--- src/rtl/coremem_arb_pkg.sv ---
// Shared state type and requester indices for the core-memory arbiter.
package coremem_arb_pkg;

    typedef enum logic [0:0] {
        IDLE      = 1'b0,
        WRITE_ISO = 1'b1
    } state_e;

    localparam int REQ_INSTR = 0;
    localparam int REQ_DATA  = 1;
    localparam int NUM_REQ   = 2;

endpackage

--- src/rtl/coremem_arb_pick.sv ---
// Two-way requester pick. Define COREMEM_ARB_ROUND_ROBIN_EN for round-robin tie-breaking;
// otherwise data (index 1) always beats instruction fetch (index 0).
module coremem_arb_pick
    import coremem_arb_pkg::*;
(
    input  logic               clk,
    input  logic               rst_n,
    input  logic [NUM_REQ-1:0] req,
    input  logic               update,
    input  logic               granted,
    output logic               req_any,
    output logic               winner
);

    assign req_any = |req;

`ifdef COREMEM_ARB_ROUND_ROBIN_EN
    logic last_q;

    // Reset to data so that the very first tie goes to instruction fetch.
    always_ff @(posedge clk or negedge rst_n) begin
        if (!rst_n) begin
            last_q <= 1'b1;
        end else if (update) begin
            last_q <= granted;
        end
    end

    always_comb begin
        winner = req[REQ_DATA];
        if (&req) begin
            winner = ~last_q;
        end
    end
`else
    logic unused_pick;
    assign unused_pick = ^{clk, rst_n, update, granted};
    assign winner      = req[REQ_DATA];
`endif

endmodule

--- src/rtl/coremem_arbiter.sv ---
// Shares one single-port 1-cycle-latency SRAM between instruction fetch (0) and data (1).
// Optional round-robin tie-breaking via COREMEM_ARB_ROUND_ROBIN_EN (fixed data priority otherwise).
module coremem_arbiter
    import coremem_arb_pkg::*;
#(
    parameter int ADDR_WIDTH = 16,
    parameter int DATA_WIDTH = 32
) (
    input  logic                                    clk_i,
    input  logic                                    rst_ni,
    input  logic [NUM_REQ-1:0]                      req_i,
    input  logic [NUM_REQ-1:0]                      we_i,
    input  logic [NUM_REQ-1:0][ADDR_WIDTH-1:0]      addr_i,
    input  logic [NUM_REQ-1:0][DATA_WIDTH-1:0]      wdata_i,
    input  logic [NUM_REQ-1:0][DATA_WIDTH/8-1:0]    be_i,
    output logic [NUM_REQ-1:0]                      gnt_o,
    output logic [NUM_REQ-1:0]                      rvalid_o,
    output logic [DATA_WIDTH-1:0]                   rdata_o,
    output logic                                    mem_ce_o,
    output logic                                    mem_we_o,
    output logic [ADDR_WIDTH-1:0]                   mem_addr_o,
    output logic [DATA_WIDTH-1:0]                   mem_wdata_o,
    output logic [DATA_WIDTH/8-1:0]                 mem_be_o,
    input  logic [DATA_WIDTH-1:0]                   mem_rdata_i
);

    // state     | meaning
    // IDLE      | pick a winner; reads are granted and strobed at once
    // WRITE_ISO | one isolation cycle is over; grant and strobe the latched write owner

    localparam logic [0:0] S_IDLE      = IDLE;
    localparam logic [0:0] S_WRITE_ISO = WRITE_ISO;

    logic [0:0]         state_q, state_d;
    logic               owner_q, owner_d;
    logic               resp_q, resp_d;
    logic               resp_wr_q, resp_wr_d;
    logic               req_any, winner;
    logic               sel;
    logic               ce, we;
    logic [NUM_REQ-1:0] gnt;

    coremem_arb_pick u_pick (
        .clk     (clk_i),
        .rst_n   (rst_ni),
        .req     (req_i),
        .update  (|gnt),
        .granted (gnt[REQ_DATA]),
        .req_any (req_any),
        .winner  (winner)
    );

    // Everything is gated by rst_ni so outputs read zero for the whole reset pulse.
    always_comb begin
        state_d   = state_q;
        owner_d   = owner_q;
        resp_d    = 1'b0;
        resp_wr_d = resp_wr_q;
        gnt       = '0;
        ce        = 1'b0;
        we        = 1'b0;
        sel       = owner_q;
        if (rst_ni) begin
            case (state_q)
                S_IDLE: begin
                    if (req_any) begin
                        sel     = winner;
                        owner_d = winner;
                        if (we_i[winner]) begin
                            state_d = S_WRITE_ISO;
                        end else begin
                            gnt[winner] = 1'b1;
                            ce          = 1'b1;
                            resp_d      = 1'b1;
                            resp_wr_d   = 1'b0;
                        end
                    end
                end
                S_WRITE_ISO: begin
                    gnt[owner_q] = 1'b1;
                    ce           = 1'b1;
                    we           = 1'b1;
                    resp_d       = 1'b1;
                    resp_wr_d    = 1'b1;
                    state_d      = S_IDLE;
                end
                default: state_d = S_IDLE;
            endcase
        end
    end

    always_ff @(posedge clk_i or negedge rst_ni) begin
        if (!rst_ni) begin
            state_q   <= S_IDLE;
            owner_q   <= 1'b0;
            resp_q    <= 1'b0;
            resp_wr_q <= 1'b0;
        end else begin
            state_q   <= state_d;
            owner_q   <= owner_d;
            resp_q    <= resp_d;
            resp_wr_q <= resp_wr_d;
        end
    end

    always_comb begin
        rvalid_o          = '0;
        rvalid_o[owner_q] = resp_q;
    end

    assign gnt_o       = gnt;
    assign rdata_o     = (resp_q && !resp_wr_q) ? mem_rdata_i : '0;
    assign mem_ce_o    = ce;
    assign mem_we_o    = we;
    assign mem_addr_o  = ce ? addr_i[sel]     : '0;
    assign mem_wdata_o = we ? wdata_i[owner_q] : '0;
    assign mem_be_o    = we ? be_i[owner_q]    : '0;

endmodule
--- config.mk ---
export PLATFORM = sky130hd
export DESIGN_NAME = coremem_arbiter
export DESIGN_NICKNAME = d
export VERILOG_FILES = /design/src/rtl/coremem_arb_pkg.sv /design/src/rtl/coremem_arb_pick.sv /design/src/rtl/coremem_arbiter.sv
export SDC_FILE = /design/constraint.sdc
export NUM_CORES = 1
export LEC_CHECK = 0
export BUFFER_PORTS_ARGS = -buffer_cell sky130_fd_sc_hd__buf_2
export CAP_MARGIN = 40
export CORE_AREA = 2 2 90 92
export DETAILED_ROUTE_END_ITERATION = 12
export DIE_AREA = 0 0 92 94
export PLACE_DENSITY = 0.56
export SETUP_SLACK_MARGIN = 0.05
export SLEW_MARGIN = 20
export SYNTH_ARGS = -nofsm -noshare
export SYNTH_HDL_FRONTEND = slang
export SYNTH_SLANG_ARGS = --single-unit
--- constraint.sdc ---
create_clock -name clk_i -period 3 [get_ports clk_i]
set_input_delay 0 -clock clk_i [delete_from_list [all_inputs] [get_ports clk_i]]
set_output_delay 0 -clock clk_i [all_outputs]
set_load 0.03 [all_outputs]
; ---- After elaboration in Yosys (flattened, before gate mapping)
; Index checks and enable logic that the tools add are counted.
[totals]
ff_bits = 4
input_bits = 142
out_inout_bits = 90
word_cells = 54
[classes]
order_cmp = 5
n_eq_ne = 2
mux = 35
bitwise = 2
n_reduce_logical = 6
[ops]
columns = cell, n
row1 = 32-bit 2-to-1 mux, 4
row2 = 16-bit 2-to-1 mux, 3
row3 = 1-bit 2-to-1 mux, 16
row4 = 4-bit 2-to-1 mux, 3
row5 = 1-bit by 2-bit < comparator with 1-bit output (second input constant), 3
row6 = 2-bit 2-to-1 mux, 3
row7 = 1-bit case mux with 2 select lines, 3
row8 = 2-bit != test (second input constant), 2
row9 = 2-bit case mux with 2 select lines, 1
row10 = 1-bit logical AND, 3
row11 = 3-bit AND reduction, 1
row12 = 2-bit bitwise AND, 1
row13 = 1-bit demux with 1-bit select, 2
row14 = 1-bit greater-or-equal comparator (second input constant), 2
row15 = 2-bit OR reduction, 1
row16 = 1-bit zero test, 1
row17 = 1-bit NOT, 1

; ---- Logic depth before layout (Yosys ltp)
; Gate-level depths: netlist of the first run.
[depth]
depth_word = 8
depth_mapped = 6

; ---- Hierarchy
; Synthesis of the first run repeated with hierarchy kept, for this count alone.
[hier_totals]
hier_cells = 254
area_unflattened_um2 = 1757.9
[modules_own_cells]
columns = module, instances, cells_each, area_per_inst_um2, seq_area_each_um2
row1 = coremem_arbiter, 1, 252, 1744.2, 100.1
row2 = coremem_arb_pick, 1, 2, 13.8, 0.0

; ---- Worst setup path after synthesis of the first run
; OpenSTA, ideal clock, no wires.
[synth_path]
path_kind = register -> output
start = reg owner_q
end = out gnt_o[0]
t_arrival_ns = 1.525
required_ns = 3.000
slack_ns = 1.475
path_stages_with_launch = 5
n_path_buf = 1
path_cell_list = dfrtp_1 -> inv_2 -> clkbuf_1 -> nand2_1 -> a21boi_0
[synth_between]
elab_chain_cells = 6
[synth_lines]
columns = element, line
row1 = from (decl), coremem_arbiter.sv:35  ; logic owner_q, owner_d;
row2 = from (signal assigned), coremem_arbiter.sv:100  ; owner_q <= owner_d;
row3 = 1-bit by 2-bit < comparator with 1-bit output (implied by the code) or 1-bit greater-or-equal comparator (tied branches), coremem_arbiter.sv:80  ; gnt[owner_q] = 1'b1;
row4 = 1-bit logical AND (implied by the code), coremem_arbiter.sv:80
row5 = 1-bit 2-to-1 mux (implied by the code), coremem_arbiter.sv:80
row6 = 1-bit demux with 1-bit select (*), coremem_arbiter.sv:80
row7 = 2-bit case mux with 2 select lines (*), coremem_arbiter.sv:64  ; case (state_q)
row8 = 2-bit 2-to-1 mux (*), coremem_arbiter.sv:63  ; if (rst_ni) begin
row9 = to (decl), coremem_arbiter.sv:16  ; output logic [NUM_REQ-1:0] gnt_o,
; Mark *: on every way between the ends. The rest lies on a longest branch, timed or not.

; ---- Worst setup path in the final report of the first run
[layout_path]
start = in rst_ni
end = out mem_addr_o[0]
[layout_between]
elab_chain_cells = 4
[layout_lines]
columns = element, line
row1 = from (decl), coremem_arbiter.sv:10  ; input logic rst_ni,
row2 = 1-bit 2-to-1 mux, -
row3 = 16-bit 2-to-1 mux (implied by the code) (2 in a row), coremem_arbiter.sv:115  ; assign mem_addr_o = ce ? addr_i[sel] : '0;
row4 = 16-bit 2-to-1 mux (*), coremem_arbiter.sv:115
row5 = to (decl), coremem_arbiter.sv:21  ; output logic [ADDR_WIDTH-1:0] mem_addr_o,
; Mark *: on every way between the ends. The rest lies on a longest branch, timed or not. The select of a mux whose other input is x is not followed.

==> impl_metrics.env, run 1 <==
export IMPL_combPwrFrac_pct=75.2
export IMPL_syn_area_sq_um=1545
export IMPL_place_congestion=0.8236
export IMPL_cts_resized=0
export IMPL_use_met3_pct=3.933
export IMPL_min_path_type="in2reg"
export IMPL_switching_share_pct=51.40
export IMPL_cts_root_buf="clkbuf_8"
export IMPL_drt_vias_per_instance=4.506
export IMPL_setup_viol=0
export IMPL_fin_tns_setup_ns=0
export IMPL_worstPathArrival_ns=2.24
export IMPL_cp_start_kind="input port"
export IMPL_crit_fanout=30
export IMPL_use_met1_pct=18.46
export IMPL_fin_nets=581
export IMPL_wl_per_cell_um=13.57
export IMPL_p_seq_share_pct=10.4
export IMPL_critPathSlowestCell="and3b_1"
export IMPL_firstDrtPassIters=5
export IMPL_clock_sinks=4
export IMPL_num_rows=32
export IMPL_hold_viol=0
export IMPL_clock_skew_ns=0.0009717
export IMPL_antenna_cells=0
export IMPL_dp_hpwl_um=5907
export IMPL_syn_inst=224
export IMPL_post_cts_buffers=0
export IMPL_worstPathRequired_ns=3.00
export IMPL_yosys_warnings=0
export IMPL_worstSkewPairLatency_ns=0.22
export IMPL_drc=0
export IMPL_overflow=0
export IMPL_status="finished, final reports clean"
export IMPL_port_buffer_count=231
export IMPL_rsz0062_at_grt="false"
export IMPL_htree_levels=1
export IMPL_seq_area_frac_synth_pct=6.478
export IMPL_holdBufCountCts=1
export IMPL_final_util_pct=36.78
export IMPL_final_common_cell="buf_2"
export IMPL_fp_coreArea_sq_um=7607
export IMPL_grt_pass1_vias=2347
export IMPL_ant_nets=0
export IMPL_die_area_sq_um=8648
export IMPL_syn_area_per_cell_sq_um=6.898
export IMPL_grt_pass1_wl_um=11000
export IMPL_crit_chain="dlygate4sd3_1, buf_2, and3b_1, o211ai_1, a31oi_1, buf_2"
export IMPL_first_iter_violations=82
export IMPL_tightest_slew_ns=0.6913
export IMPL_cp_num_buf_inv=3
export IMPL_die_w_um=92
export IMPL_antenna_found_initial=0
export IMPL_critPathKind="in2out"
export IMPL_worst_path_most_repeated_cell="buf_2"
export IMPL_wl_um=7329
export IMPL_cts_buffers_inserted=3
export IMPL_start_util_pct=20.31
export IMPL_syn_nets=366
export IMPL_max_freq_mhz=447.2
export IMPL_gr_max_usage_layer="met2"
export IMPL_p_leak_nw=1.684
export IMPL_place_inst=535
export IMPL_crit_family="buffers and inverters"
export IMPL_final_cells=540
export IMPL_intPower_uw=408.8
export IMPL_cts_clk_slew_worst_paths_ns=0.03
export IMPL_mostFrequentLayoutCells="231 x buf_2, 37 x mux2i_1, 36 x nor2_1"
export IMPL_grt_max_degree=41
export IMPL_place_area_sq_um=2743
export IMPL_vdd_ir_drop_max_v=0.0001113
export IMPL_ys_ff_latch=4
export IMPL_gr_usage_met2_pct=28.68
export IMPL_p_sw_uw=432.3
export IMPL_design_area_sq_um=2798
export IMPL_cp_end_kind="primary output"
export IMPL_p_clk_share_pct=14.4
export IMPL_power_density_nw_per_um2=300.6
export IMPL_finalMaxSlewViolations=0
export IMPL_drive_gt1_share_pct=55.71
export IMPL_ios=232
export IMPL_relSlewSlack_pct=53.92
export IMPL_grt_usage_pct=15.50
export IMPL_fin_crit_ns=2.236
export IMPL_cts_tree="yes"
export IMPL_dieHeight_um=94
export IMPL_vias=2433
export IMPL_drv_cap=0
export IMPL_synthDistinctLibCells=28
export IMPL_area_growth_pct=81.05
export IMPL_period_share_pct=74.54
export IMPL_cts_buffer_depth=2
export IMPL_slowest_delay_ns=0.64
==> cell type report <==
class | instances | area (sq um)
Tap cell | 102 | 127.6
Sequential cell | 4 | 101.3
Multi-Input combinational cell | 191 | 1304
Inverter | 3 | 11.26
Fill cell | 828 | 4810
Timing Repair Buffer | 236 | 1209
Clock buffer | 4 | 45.04
==> through the flow <==
stage,hold slack [ns],power (mW),setup WS [ns]
floorplan,-0.2956,0.5148,1.475
global placement,-0.01755,0.7183,1.075
detailed placement,-0.005928,0.7228,1.045
CTS,0.2674,0.8522,0.7592
global route,0.3362,0.9046,0.5969
finish,0.2689,0.8411,0.7637
==> metal layers <==
layer / wire length (um) / vias to the layer above
met3: 703 / 4
met2: 3696 / 140
met4: 38 / 0
met5: 0 / -
li1: - / 1237
met1: 2891 / 1052
==> power groups by stage <==
stage,logic (mW),clock network [mW],registers (mW)
finish,0.633,0.121,0.0873
global route,0.682,0.132,0.0907
CTS,0.639,0.127,0.0868
detailed placement,0.636,0,0.0872
global placement,0.631,0,0.0869
floorplan,0.447,0,0.0678
==> Yosys cell counts <==
library cell	n	area share [%]
mux2i_1	37	24
nand3_1	16	5.2
nor2_1	36	8.7
o21ai_0	2	0.65
inv_1	1	0.24
buf_6	1	0.73
nand2_1	3	0.73
o21ai_1	1	0.32
inv_2	2	0.49
buf_1	1	0.24
a31oi_1	16	6.5
buf_2	8	2.6
nor2b_4	1	0.89
a21boi_0	1	0.49
nor2b_1	2	0.81
and2_1	34	14
nand2b_1	2	0.81
o211ai_1	16	7.8
dfrtp_1	4	6.5
o31ai_2	1	0.81
nand3b_1	2	0.97
a21o_1	1	0.49
a21boi_1	1	0.49
nand4b_1	16	9.1
nor3b_2	1	0.81
buf_4	4	1.9
and3b_1	2	1.1
clkbuf_1	12	2.9
==> kinds of logic (layout without fill, tap and decap cells) <==
logic type	Yosys count	in the layout	synth area share, %
muxes	37	37	23.97
buffers and inverters	29	243	9.149
DFF	4	4	6.478
AOI/OAI and AO/OA	39	39	17.49
and+or+nand+nor	115	115	42.91
==> registers in the layout, indices dropped and copies added, names as in the netlist <==
register and count:
resp_wr_q 1, resp_q 1, owner_q 1, state_q 1
==> worst paths after layout <==
| path | startpoint | endpoint | slack (ns) | cells after the start |
|---|---|---|---|---|
| max reg2reg | state_q | owner_q | 1.34 | 2 |
| min reg2reg | resp_wr_q | resp_wr_q | 0.47 | 1 |
| min | we_i[0] | state_q | 0.27 | 4 |
| max in group asynchronous | rst_ni | owner_q | 2.28 | 2 |
| min in group asynchronous | rst_ni | resp_wr_q | 0.33 | 2 |
| max | rst_ni | mem_addr_o[0] | 0.76 | 6 |
==> worst reg2reg max path, delay by kind of cell (launching register included) <==
| family | cells | cell delay, ns |
|---|---|---|
| simple gates | 1 | 0.60 |
| compound gates | 1 | 0.13 |
| flops | 1 | 0.78 |
Power figures use the tool's default switching activity.
==> run 2, diff against run 1 <==
--- a/config.mk
+++ b/config.mk
@@ -7,10 +7,10 @@
 export LEC_CHECK = 0
 export BUFFER_PORTS_ARGS = -buffer_cell sky130_fd_sc_hd__buf_2
 export CAP_MARGIN = 40
-export CORE_AREA = 2 2 90 92
+export CORE_AREA = 2 2 89 91
 export DETAILED_ROUTE_END_ITERATION = 12
-export DIE_AREA = 0 0 92 94
-export PLACE_DENSITY = 0.56
+export DIE_AREA = 0 0 91 93
+export PLACE_DENSITY = 0.59
 export SETUP_SLACK_MARGIN = 0.05
 export SLEW_MARGIN = 20
 export SYNTH_ARGS = -nofsm -noshare
==> constraint.sdc (replaced) <==
create_clock -name clk_i -period 1.95 [get_ports clk_i]
set_input_delay 0 -clock clk_i [delete_from_list [all_inputs] [get_ports clk_i]]
set_output_delay 0 -clock clk_i [all_outputs]
set_load 0.03 [all_outputs]
==> impl_metrics.env, run 2 (synthesis results as in run 1) <==
export IMPL_status="finished, final reports clean"
export IMPL_area_growth_pct=86.15
export IMPL_period_share_pct=89.08
export IMPL_cts_tree="yes"
export IMPL_grt_pass1_wl_um=10540
export IMPL_worstPathArrival_ns=1.74
export IMPL_ios=232
export IMPL_grt_max_degree=48
export IMPL_design_area_sq_um=2877
export IMPL_cp_end_kind="primary output"
export IMPL_tightest_slew_ns=0.3598
export IMPL_slowest_delay_ns=0.47
export IMPL_cts_buffers_inserted=3
export IMPL_cts_clk_slew_worst_paths_ns=0.04
export IMPL_start_util_pct=20.53
export IMPL_firstDrtPassIters=4
export IMPL_wl_per_cell_um=12.50
export IMPL_fin_nets=588
export IMPL_crit_family="flip-flops"
export IMPL_cts_root_buf="clkbuf_8"
export IMPL_antenna_cells=0
export IMPL_wl_um=6840
export IMPL_clock_sinks=4
export IMPL_fp_coreArea_sq_um=7527
export IMPL_die_w_um=91
export IMPL_worstPathRequired_ns=1.95
export IMPL_worstSkewPairLatency_ns=0.22
export IMPL_vdd_ir_drop_max_v=0.0002290
export IMPL_critPathKind="reg2out"
export IMPL_power_density_nw_per_um2=454.8
export IMPL_p_leak_nw=1.729
export IMPL_rsz0062_at_grt="false"
export IMPL_final_common_cell="buf_2"
export IMPL_cp_num_buf_inv=2
export IMPL_first_iter_violations=48
export IMPL_relSlewSlack_pct=76.01
export IMPL_cts_buffer_depth=2
export IMPL_num_rows=32
export IMPL_min_path_type="in2async"
export IMPL_die_area_sq_um=8463
export IMPL_antenna_found_initial=0
export IMPL_port_buffer_count=231
export IMPL_overflow=0
export IMPL_finalMaxSlewViolations=0
export IMPL_place_congestion=0.7566
export IMPL_grt_pass1_vias=2231
export IMPL_mostFrequentLayoutCells="231 x buf_2, 37 x mux2i_1, 36 x nor2_1"
export IMPL_cp_start_kind="flip-flop"
export IMPL_drive_gt1_share_pct=56.63
export IMPL_drc=0
export IMPL_whs_ns=0.1463
export IMPL_dieHeight_um=93
export IMPL_fin_crit_ns=1.737
export IMPL_crit_chain="and3b_2, buf_4, o211ai_1, a31oi_1, buf_2"
export IMPL_crit_fanout=13
export IMPL_setup_viol=0
export IMPL_place_area_sq_um=2785
export IMPL_vias=2447
export IMPL_ant_nets=0
export IMPL_grt_usage_pct=14.86
export IMPL_max_freq_mhz=575.7
export IMPL_drv_cap=0
export IMPL_fin_tns_setup_ns=0
export IMPL_clock_skew_ns=0.008781
export IMPL_drt_vias_per_instance=4.473
export IMPL_hold_viol=0
export IMPL_dp_hpwl_um=5674
export IMPL_htree_levels=1
export IMPL_critPathSlowestCell="dfrtp_1"
run 2: layer usage:
| layer | wire, um | up-vias | global-route usage, % | part of all wire, % |
|---|---|---|---|---|
| met2 | 3627 | 121 | 28.83 | 53 |
| met1 | 2687 | 1078 | 17.21 | 39 |
| met4 | 0 | 0 | 1.136 | 0 |
| met3 | 525 | 0 | 3.384 | 7.7 |
| met5 | 0 | - | 0 | 0 |
| li1 | - | 1248 | - | - |
run 2: repair_timing:
action | 4_1_cts | 5_1_grt
hold buffers | 1 | 0
hold endpoints to repair | 4 | 0
resized for setup | 0 | 1
buffers inserted | 0 | 3
endpoints found under the setup margin | 0 | 16
run 2: final timing paths:
path | start | end | slack, ns | cells after the start
max | state_q | mem_addr_o[12] | 0.21 | 5
min | rst_ni | owner_q | 0.15 | 2
max reg2reg | state_q | resp_wr_q | 0.57 | 5
min reg2reg | resp_wr_q | resp_wr_q | 0.47 | 1
max in group asynchronous | rst_ni | resp_wr_q | 1.34 | 3
min in group clk_i | we_i[0] | resp_wr_q | 0.24 | 4
run 2: layout make-up:
type	count	area, sq um
clock buffer	4	45.04
fill	834	4651
inverter	3	11.26
multi-input combinational	191	1305
sequential	4	101.3
tap	102	127.6
timing repair buffer	243	1286
run 2: worst reg2reg max path, cell delays in order, from the launching register on:
cell and delay (ns):
dfrtp_1 0.47, buf_4 0.23, nand2_1 0.11, buf_12 0.20, inv_1 0.11, a21o_1 0.15
run 2: report_power, final:
| part | total, mW | leakage (nW) | internal (mW) | switching, mW |
|---|---|---|---|---|
| registers | 0.118 | 0.0481 | 0.0967 | 0.0217 |
| clock network | 0.187 | 0.0228 | 0.140 | 0.0469 |
| logic | 1.00 | 1.66 | 0.413 | 0.590 |
run 2: metrics by stage:
stage          total power [mW]  setup WS (ns)  util, %  instances
2_1_floorplan            0.7920         0.4251        -        224
3_3_place_gp              1.108         0.3710    37.00        539
3_5_place_dp              1.118         0.3266    37.00        539
4_1_cts                   1.317        0.08317    37.73        544
5_1_grt                   1.408        0.06926    38.21        547
6_report                  1.308         0.2129    38.21        547
